File: src/rtl/alu_dispatch.sv
// alu_dispatch: buffers ALU commands in a FIFO, issues one at a time, waits out the ALU latency
// and holds each result for a valid/ready consumer. Optional macro: ALU_DISPATCH_ILLEGAL_OP_CHECK_EN.
module alu_dispatch #(
   parameter int FIFO_DEPTH  = 4,
   parameter int ALU_LATENCY = 1
) (
   input  logic       clock_in,
   input  logic       reset_in,
   input  logic       cmd_valid_in,
   output logic       cmd_ready_out,
   input  logic [2:0] cmd_opcode_in,
   input  logic [7:0] cmd_a_in,
   input  logic [7:0] cmd_b_in,
   output logic       alu_enable_out,
   output logic [2:0] alu_opcode_out,
   output logic [7:0] alu_input1_out,
   output logic [7:0] alu_input2_out,
   input  logic [7:0] alu_output_in,
   output logic       res_valid_out,
   input  logic       res_ready_in,
   output logic [7:0] res_data_out,
   output logic [2:0] res_opcode_out,
   output logic       busy_out,
   output logic       illegal_op_out
);
   localparam int PW = $clog2(FIFO_DEPTH);
   localparam int CW = (ALU_LATENCY < 2) ? 1 : $clog2(ALU_LATENCY + 1);
   typedef enum logic [1:0] {IDLE, WAIT, HOLD} state_t;
   state_t state_q, state_d;
   logic [18:0] mem_q [FIFO_DEPTH];
   logic [PW-1:0] wr_q, rd_q;
   logic [PW:0] count_q;
   logic [CW-1:0] cnt_q, cnt_d;
   logic alu_en_q, alu_en_d, res_valid_q, res_valid_d, illegal_q, illegal_d;
   logic [2:0] alu_op_q, alu_op_d, res_op_q, res_op_d;
   logic [7:0] a_q, a_d, b_q, b_d, res_data_q, res_data_d;
   logic [18:0] head;
   logic push, pop, issue, head_bad;

   assign head = mem_q[rd_q];
   // ready is forced low while reset is held, even though the count already reads empty
   assign cmd_ready_out = reset_in && (count_q != (PW+1)'(FIFO_DEPTH));
   assign push = cmd_valid_in && cmd_ready_out;
   assign pop = (count_q != '0) && ((state_q == IDLE) || ((state_q == HOLD) && res_ready_in));
`ifdef ALU_DISPATCH_ILLEGAL_OP_CHECK_EN
   assign head_bad = head[18:16] > 3'b100;
`else
   assign head_bad = 1'b0;
`endif
   assign issue = pop && !head_bad;

   always_comb begin
      state_d     = state_q;
      cnt_d       = cnt_q;
      alu_en_d    = alu_en_q;
      alu_op_d    = alu_op_q;
      a_d         = a_q;
      b_d         = b_q;
      res_valid_d = res_valid_q;
      res_data_d  = res_data_q;
      res_op_d    = res_op_q;
      illegal_d   = pop && head_bad;
      if (state_q == WAIT) begin
         if (cnt_q == '0) begin
            state_d     = HOLD;
            alu_en_d    = 1'b0;
            res_valid_d = 1'b1;
            res_data_d  = alu_output_in;
            res_op_d    = alu_op_q;
         end else begin
            cnt_d = cnt_q - 1'b1;
         end
      end
      if ((state_q == HOLD) && res_ready_in) begin
         res_valid_d = 1'b0;
         state_d     = IDLE;
      end
      // a pop from IDLE or on the HOLD handshake edge both start the next command here
      if (issue) begin
         state_d                   = WAIT;
         alu_en_d                  = 1'b1;
         {alu_op_d, a_d, b_d}      = head;
         cnt_d                     = CW'(ALU_LATENCY);
      end
   end

   always_ff @(posedge clock_in or negedge reset_in) begin
      if (!reset_in) begin
         state_q     <= IDLE;
         wr_q        <= '0;
         rd_q        <= '0;
         count_q     <= '0;
         cnt_q       <= '0;
         alu_en_q    <= 1'b0;
         alu_op_q    <= '0;
         a_q         <= '0;
         b_q         <= '0;
         res_valid_q <= 1'b0;
         res_data_q  <= '0;
         res_op_q    <= '0;
         illegal_q   <= 1'b0;
      end else begin
         state_q     <= state_d;
         wr_q        <= wr_q + PW'(push);
         rd_q        <= rd_q + PW'(pop);
         count_q     <= count_q + (PW+1)'(push) - (PW+1)'(pop);
         cnt_q       <= cnt_d;
         alu_en_q    <= alu_en_d;
         alu_op_q    <= alu_op_d;
         a_q         <= a_d;
         b_q         <= b_d;
         res_valid_q <= res_valid_d;
         res_data_q  <= res_data_d;
         res_op_q    <= res_op_d;
         illegal_q   <= illegal_d;
      end
   end

   always_ff @(posedge clock_in) begin
      if (push) mem_q[wr_q] <= {cmd_opcode_in, cmd_a_in, cmd_b_in};
   end

   assign alu_enable_out = alu_en_q;
   assign alu_opcode_out = alu_op_q;
   assign alu_input1_out = a_q;
   assign alu_input2_out = b_q;
   assign res_valid_out  = res_valid_q;
   assign res_data_out   = res_data_q;
   assign res_opcode_out = res_op_q;
   assign busy_out       = (count_q != '0) || (state_q != IDLE);
   assign illegal_op_out = illegal_q;
endmodule

File: config.mk
export PLATFORM = sky130hd
export DESIGN_NAME = alu_dispatch
export DESIGN_NICKNAME = d
export VERILOG_FILES = /design/src/rtl/alu_dispatch.sv
export SDC_FILE = /design/constraint.sdc
export NUM_CORES = 1
export LEC_CHECK = 0
export CORE_MARGIN = 5
export CORE_UTILIZATION = 48
export CTS_CLUSTER_SIZE = 28
export DETAILED_ROUTE_END_ITERATION = 8
export PLACE_DENSITY = 0.71
export SLEW_MARGIN = 20
export SYNTH_ARGS = -nofsm -noshare
export SYNTH_HDL_FRONTEND = slang
export SYNTH_SLANG_ARGS = --single-unit
File: constraint.sdc
create_clock -name clock_in -period 2.4 [get_ports clock_in]
set_input_delay 0.6 -clock clock_in [delete_from_list [all_inputs] [get_ports clock_in]]
set_output_delay 0.6 -clock clock_in [all_outputs]
set_load 0.1 [all_outputs]
-- Word-level counts from Yosys, hierarchy flattened
Memory sizes are Yosys's and may differ from the RTL's. A register that Yosys moved wholly into a read port is not among the register bits.
Cells that the tools add are included.
- register bits after elaboration: 23
- latch bits: 0
- bits in writable memories: 76
- ROM bits: 0
- output and inout port bits: 35
- word-level logic and storage cells: 54
- memories: 1
- add/sub/neg operators: 5
- multiply operators: 0
- divide/modulo/power cells: 0
- $lt $le $gt $ge: 0
- equality and inequality tests: 6
- shift operators: 0
- multiplexer cells: 15
- bitwise gates (word level): 1
- reduce and logical (&&, ||, !) cells: 17
- memories (name ; depth ; bits a word ; read ports ; clocked after memory_dff ; wr ports ; line ; source):
    mem_q ; 4 ; 19 ; 1 ; 1 ; 1 ; 30 ; logic [18:0] mem_q [FIFO_DEPTH];
- operators by type and width (operator ; count):
    2-to-1 mux 1 bit ; 11
    2-to-1 mux 2 bit ; 4
    AND reduction 2 bit ; 4
    nonzero test 2 bit ; 3
    nonzero test 3 bit ; 2
    adder 2 x 1 -> 2 bit ; 2
    logical AND 1 bit ; 4
    != test 2 x 1 -> 1 bit (second input constant) ; 2
    adder 3 x 1 -> 3 bit ; 1
    != test 3 x 1 -> 1 bit (second input constant) ; 1
    != test 3 bit (second input constant) ; 1
    subtractor 3 x 1 -> 3 bit ; 1
    == test 2 x 1 -> 1 bit (second input constant) ; 1
    == test 2 bit (second input constant) ; 1
    zero test 2 bit ; 1
    logical OR 1 bit ; 2
    zero test 1 bit ; 1
    inverter 1 bit ; 1
    subtractor 1 bit (second input constant) ; 1

-- Logic depth before layout (Yosys ltp)
- word-level depth: 6
- gate-level depth with buffers: 9

-- Worst setup path before layout
OpenSTA, ideal clock, no wires.
- kind: input to output
- start point: in reset_in
- end point: out cmd_ready_out
- arrival time: 2789 ps
- required time: 1800 ps
- slack: -989 ps
- stages: 1
- path buffers: 0
- cells stage by stage: a21boi_0
- longest elaborated chain between the ends: 1
- ends and longest elaborated chain (element ; line ; source):
    start, declared ; 8 ; input logic reset_in,
    logical AND 1 bit ; 42 ; assign cmd_ready_out = reset_in && (count_q != (PW+1)'(FIFO_DEPTH));
    end, declared ; 10 ; output logic cmd_ready_out,
Every way passes these cells.

-- Worst setup path in the final report
- start point: reg count_q[2]
- end point: out busy_out
- longest elaborated chain between the ends: 2
- ends and longest elaborated chain (element ; line ; source):
    start, declared ; 32 ; logic [PW:0] count_q;
    start signal, assigned ; 106 ; count_q <= count_q + (PW+1)'(push) - (PW+1)'(pop);
    nonzero test 3 bit ; 130 ; assign busy_out = (count_q != '0) || (state_q != IDLE);
    logical OR 1 bit ; 130 ;
    end, declared ; 23 ; output logic busy_out,
Every way passes these cells.

==> run summary <==
run status: finished, final reports clean
CP max stage delay: 0.42 ns
Req. time, crit path: 1.80 ns
crit start category: register
Worst Setup End Kind: output pin
first-pass GRT wire length: 13500 um
slew margin rel.: 54.8%
Pre-antenna DRT Iters: 4
Setup Skew: 0.00874 ns
Clk pin slew, worst setup/hold paths: 0.06 ns
vias per cell: 5.04
Seq. cell area: 3330 um^2
cts repair resizes: 0
CTS hold repair buffers: 0
CTS buffer count: 17
H-tree depth: 4
Pwr Density: 944 nW/um^2
nets: 339
Port Buffers: 64
maximum VDD drop: 0.640 mV
Worst Tran Pin Value: 0.678 ns
Core Box Area: 9240 um^2
post-synthesis simple-gate area fraction: 2.41%
Leak Pwr: 2.41 nW
Initial Util: 49.4%
register area share after synthesis: 73.1%
largest family of logic cells by synthesized area: multiplexers
DRC viols: 0
Overflow after GRT: 0
Inst Count DP: 413
die width: 107 um
yosys warns: 0
xor/xnor share of the synthesized area: 0.768%
DP Area: 5380 um^2
Worst Path Max Fanout: 4
Hold WS: 0.216 ns
routed len/inst: 18.7 um
IO Count: 66
post-route design area: 6010 um^2
Mapped Avg Cell Area: 21.2 um^2
Site Rows: 35
fraction of the cycle the final worst path needs: 89.6%
post-synthesis mux area share: 18.6%
setup repair bufs after CTS: 0
mapped cell area: 4560 um^2
clk root buf: clkbuf_8
final cell count without fillers: 445
antenna viol nets, final: 0
vias in the first global route: 2497
Layout area overhead: 31.7%
post-layout min period: 2.15 ns
adder-cell area share of the yosys netlist: 1.54%
hold violation count in the final report: 0
Vias: 2244
critical-path cell list: nor3_2 > nand2_1 > buf_4
n_diodes: 0
clock latency on the worst-skew pair: 0.50 ns
area occupied by multi-input gates: 1150 um^2
crit path DAT: 1.55 ns
CP startpoint: count_q[2]
Fmax: 465 MHz
RSZ-0062 raised after global routing: no
Filler cells: 645
endpoints failing setup: 0
CTS tree: done
Die ar.: 11600 um^2
Final Max Tran Viols: 0
Seq cells post-synth: 118
Crit Path Class: reg -> out
gpl congestion: 0.657
number of antenna violations at the first check in global routing: 0
slowest stage cell, crit path: dfrtp_1
CTS Sinks: 118
HPWL Detailed: 5120 um
Max Cap Viol: 0
fraction of layout cells with a size suffix above 1: 41.1%
Die Ht: 107 um
GRT Total Usage: 15.8%
Distinct cells, synth: 31
routed wire length: 8340 um
complex-gate fraction of the synthesized area: 1.10%
worst flop-to-flop path startpoint: count_q[2]
Worst Hold Class: in -> async
clock buffer depth: 2
synthesized instance count: 215
largest net degree at the start of global routing: 43
DRT iter0 DRCs: 78
Synth Net Count: 251
## layer usage
metal	GRT usage, %	wire length, um	up-vias
met3	6.36	499	10
met5	0	0	-
li1	-	-	1013
met4	4.06	72	0
met2	26.2	4300	67
met1	19.5	3470	1154
## Yosys cell counts
| cell type | count | area (um^2) |
|---|---|---|
| or2_1 | 1 | 6.26 |
| or2b_1 | 1 | 7.51 |
| nand2b_2 | 1 | 8.76 |
| mux2_4 | 18 | 270 |
| mux4_2 | 15 | 338 |
| mux4_1 | 4 | 105 |
| clkbuf_1 | 2 | 7.51 |
| inv_1 | 5 | 18.8 |
| nor3b_1 | 2 | 15.0 |
| xnor2_1 | 1 | 8.76 |
| fa_1 | 1 | 20.0 |
| buf_6 | 2 | 22.5 |
| edfxtp_1 | 76 | 2280 |
| buf_4 | 3 | 22.5 |
| a21boi_0 | 2 | 15.0 |
| nor3_4 | 1 | 16.3 |
| xor2_1 | 3 | 26.3 |
| a21o_1 | 4 | 30.0 |
| nor2b_1 | 1 | 6.26 |
| nor3_2 | 1 | 10.0 |
| dfrtp_1 | 42 | 1050 |
| and3_1 | 1 | 6.26 |
| nand2_1 | 4 | 15.0 |
| buf_12 | 2 | 40.0 |
| nor2_1 | 2 | 7.51 |
| mux2_2 | 12 | 135 |
| nor3_1 | 1 | 5.00 |
| conb_1 | 1 | 3.75 |
| ha_1 | 4 | 50.1 |
| nand2b_1 | 1 | 6.26 |
| a21oi_1 | 1 | 5.00 |
## critical path, delay by kind of cell (launching register included)
family	cells	cell delay [ns]
flops	1	0.42
simple gates	2	0.39
buf+inv	1	0.24
## cells in the final DEF, fill, tap and decap left out, types with 5 or more instances in the layout
cell,netlist,layout
mux4_2,15,15
clkdlybuf4s50_1,0,29
mux2_2,12,12
inv_1,5,5
clkbuf_16,0,16
buf_4,3,43
dfrtp_1,42,42
bufinv_16,0,5
mux2_4,18,18
buf_12,2,5
edfxtp_1,76,76
## worst paths after layout
check / endpoint / slack [ns] / depth (start not counted)
max in group asynchronous: alu_input1_out[7] / 1.80 / 2
min in group clock_in: cnt_q / 0.48 / 1
min reg2reg: cnt_q / 0.48 / 1
max: busy_out / 0.25 / 3
min: count_q[1] / 0.22 / 2
max reg2reg: count_q[2] / 0.30 / 8
## flip-flops by register name, indices dropped and copies added, names as in the netlist, 3 cells and up
signal,flops
mem_q,76
alu_input1_out,8
alu_input2_out,8
res_data_out,8
alu_opcode_out,3
count_q,3
res_opcode_out,3
## where the power goes
part	leakage, nW	internal (W)	switching, W	total (W)
clock network	0.302	0.00178	0.000868	0.00265
logic	0.890	0.000247	0.000299	0.000546
registers	1.22	0.00237	0.000105	0.00248
## final cells by class
| class | count | share of cell area [%] |
|---|---|---|
| Clock buffer | 18 | 6.96 |
| Clock inverter | 14 | 3.44 |
| Inverter | 5 | 0.312 |
| Multi-Input combinational cell | 83 | 19.2 |
| Sequential cell | 118 | 55.5 |
| Tap cell | 129 | 2.69 |
| Timing Repair Buffer | 78 | 12.0 |
## stage by stage
| stage | setup TNS [ns] | power [W] | utilization [%] | worst slack [ns] |
|---|---|---|---|---|
| detailed placement | -0.201 | 0.00307 | 58.3 | -0.201 |
| finish | 0 | 0.00567 | 65.0 | 0.249 |
| CTS | 0 | 0.00573 | 65.0 | 0.205 |
| global placement | -0.169 | 0.00304 | 58.3 | -0.169 |
| global route | 0 | 0.00588 | 65.0 | 0.134 |
| floorplan | -0.254 | 0.00278 | - | -0.254 |
## logic make-up (layout without fill, tap and decap cells)
family	Yosys count	in the layout
adders and majority gates	5	5
AOI/OAI and AO/OA	7	7
xor gates and xnor gates	4	4
buffers and inverters	14	115
other	1	1
and+or+nand+nor	17	17
DFF	118	118
muxes	49	49
Power figures use the tool's default switching activity.
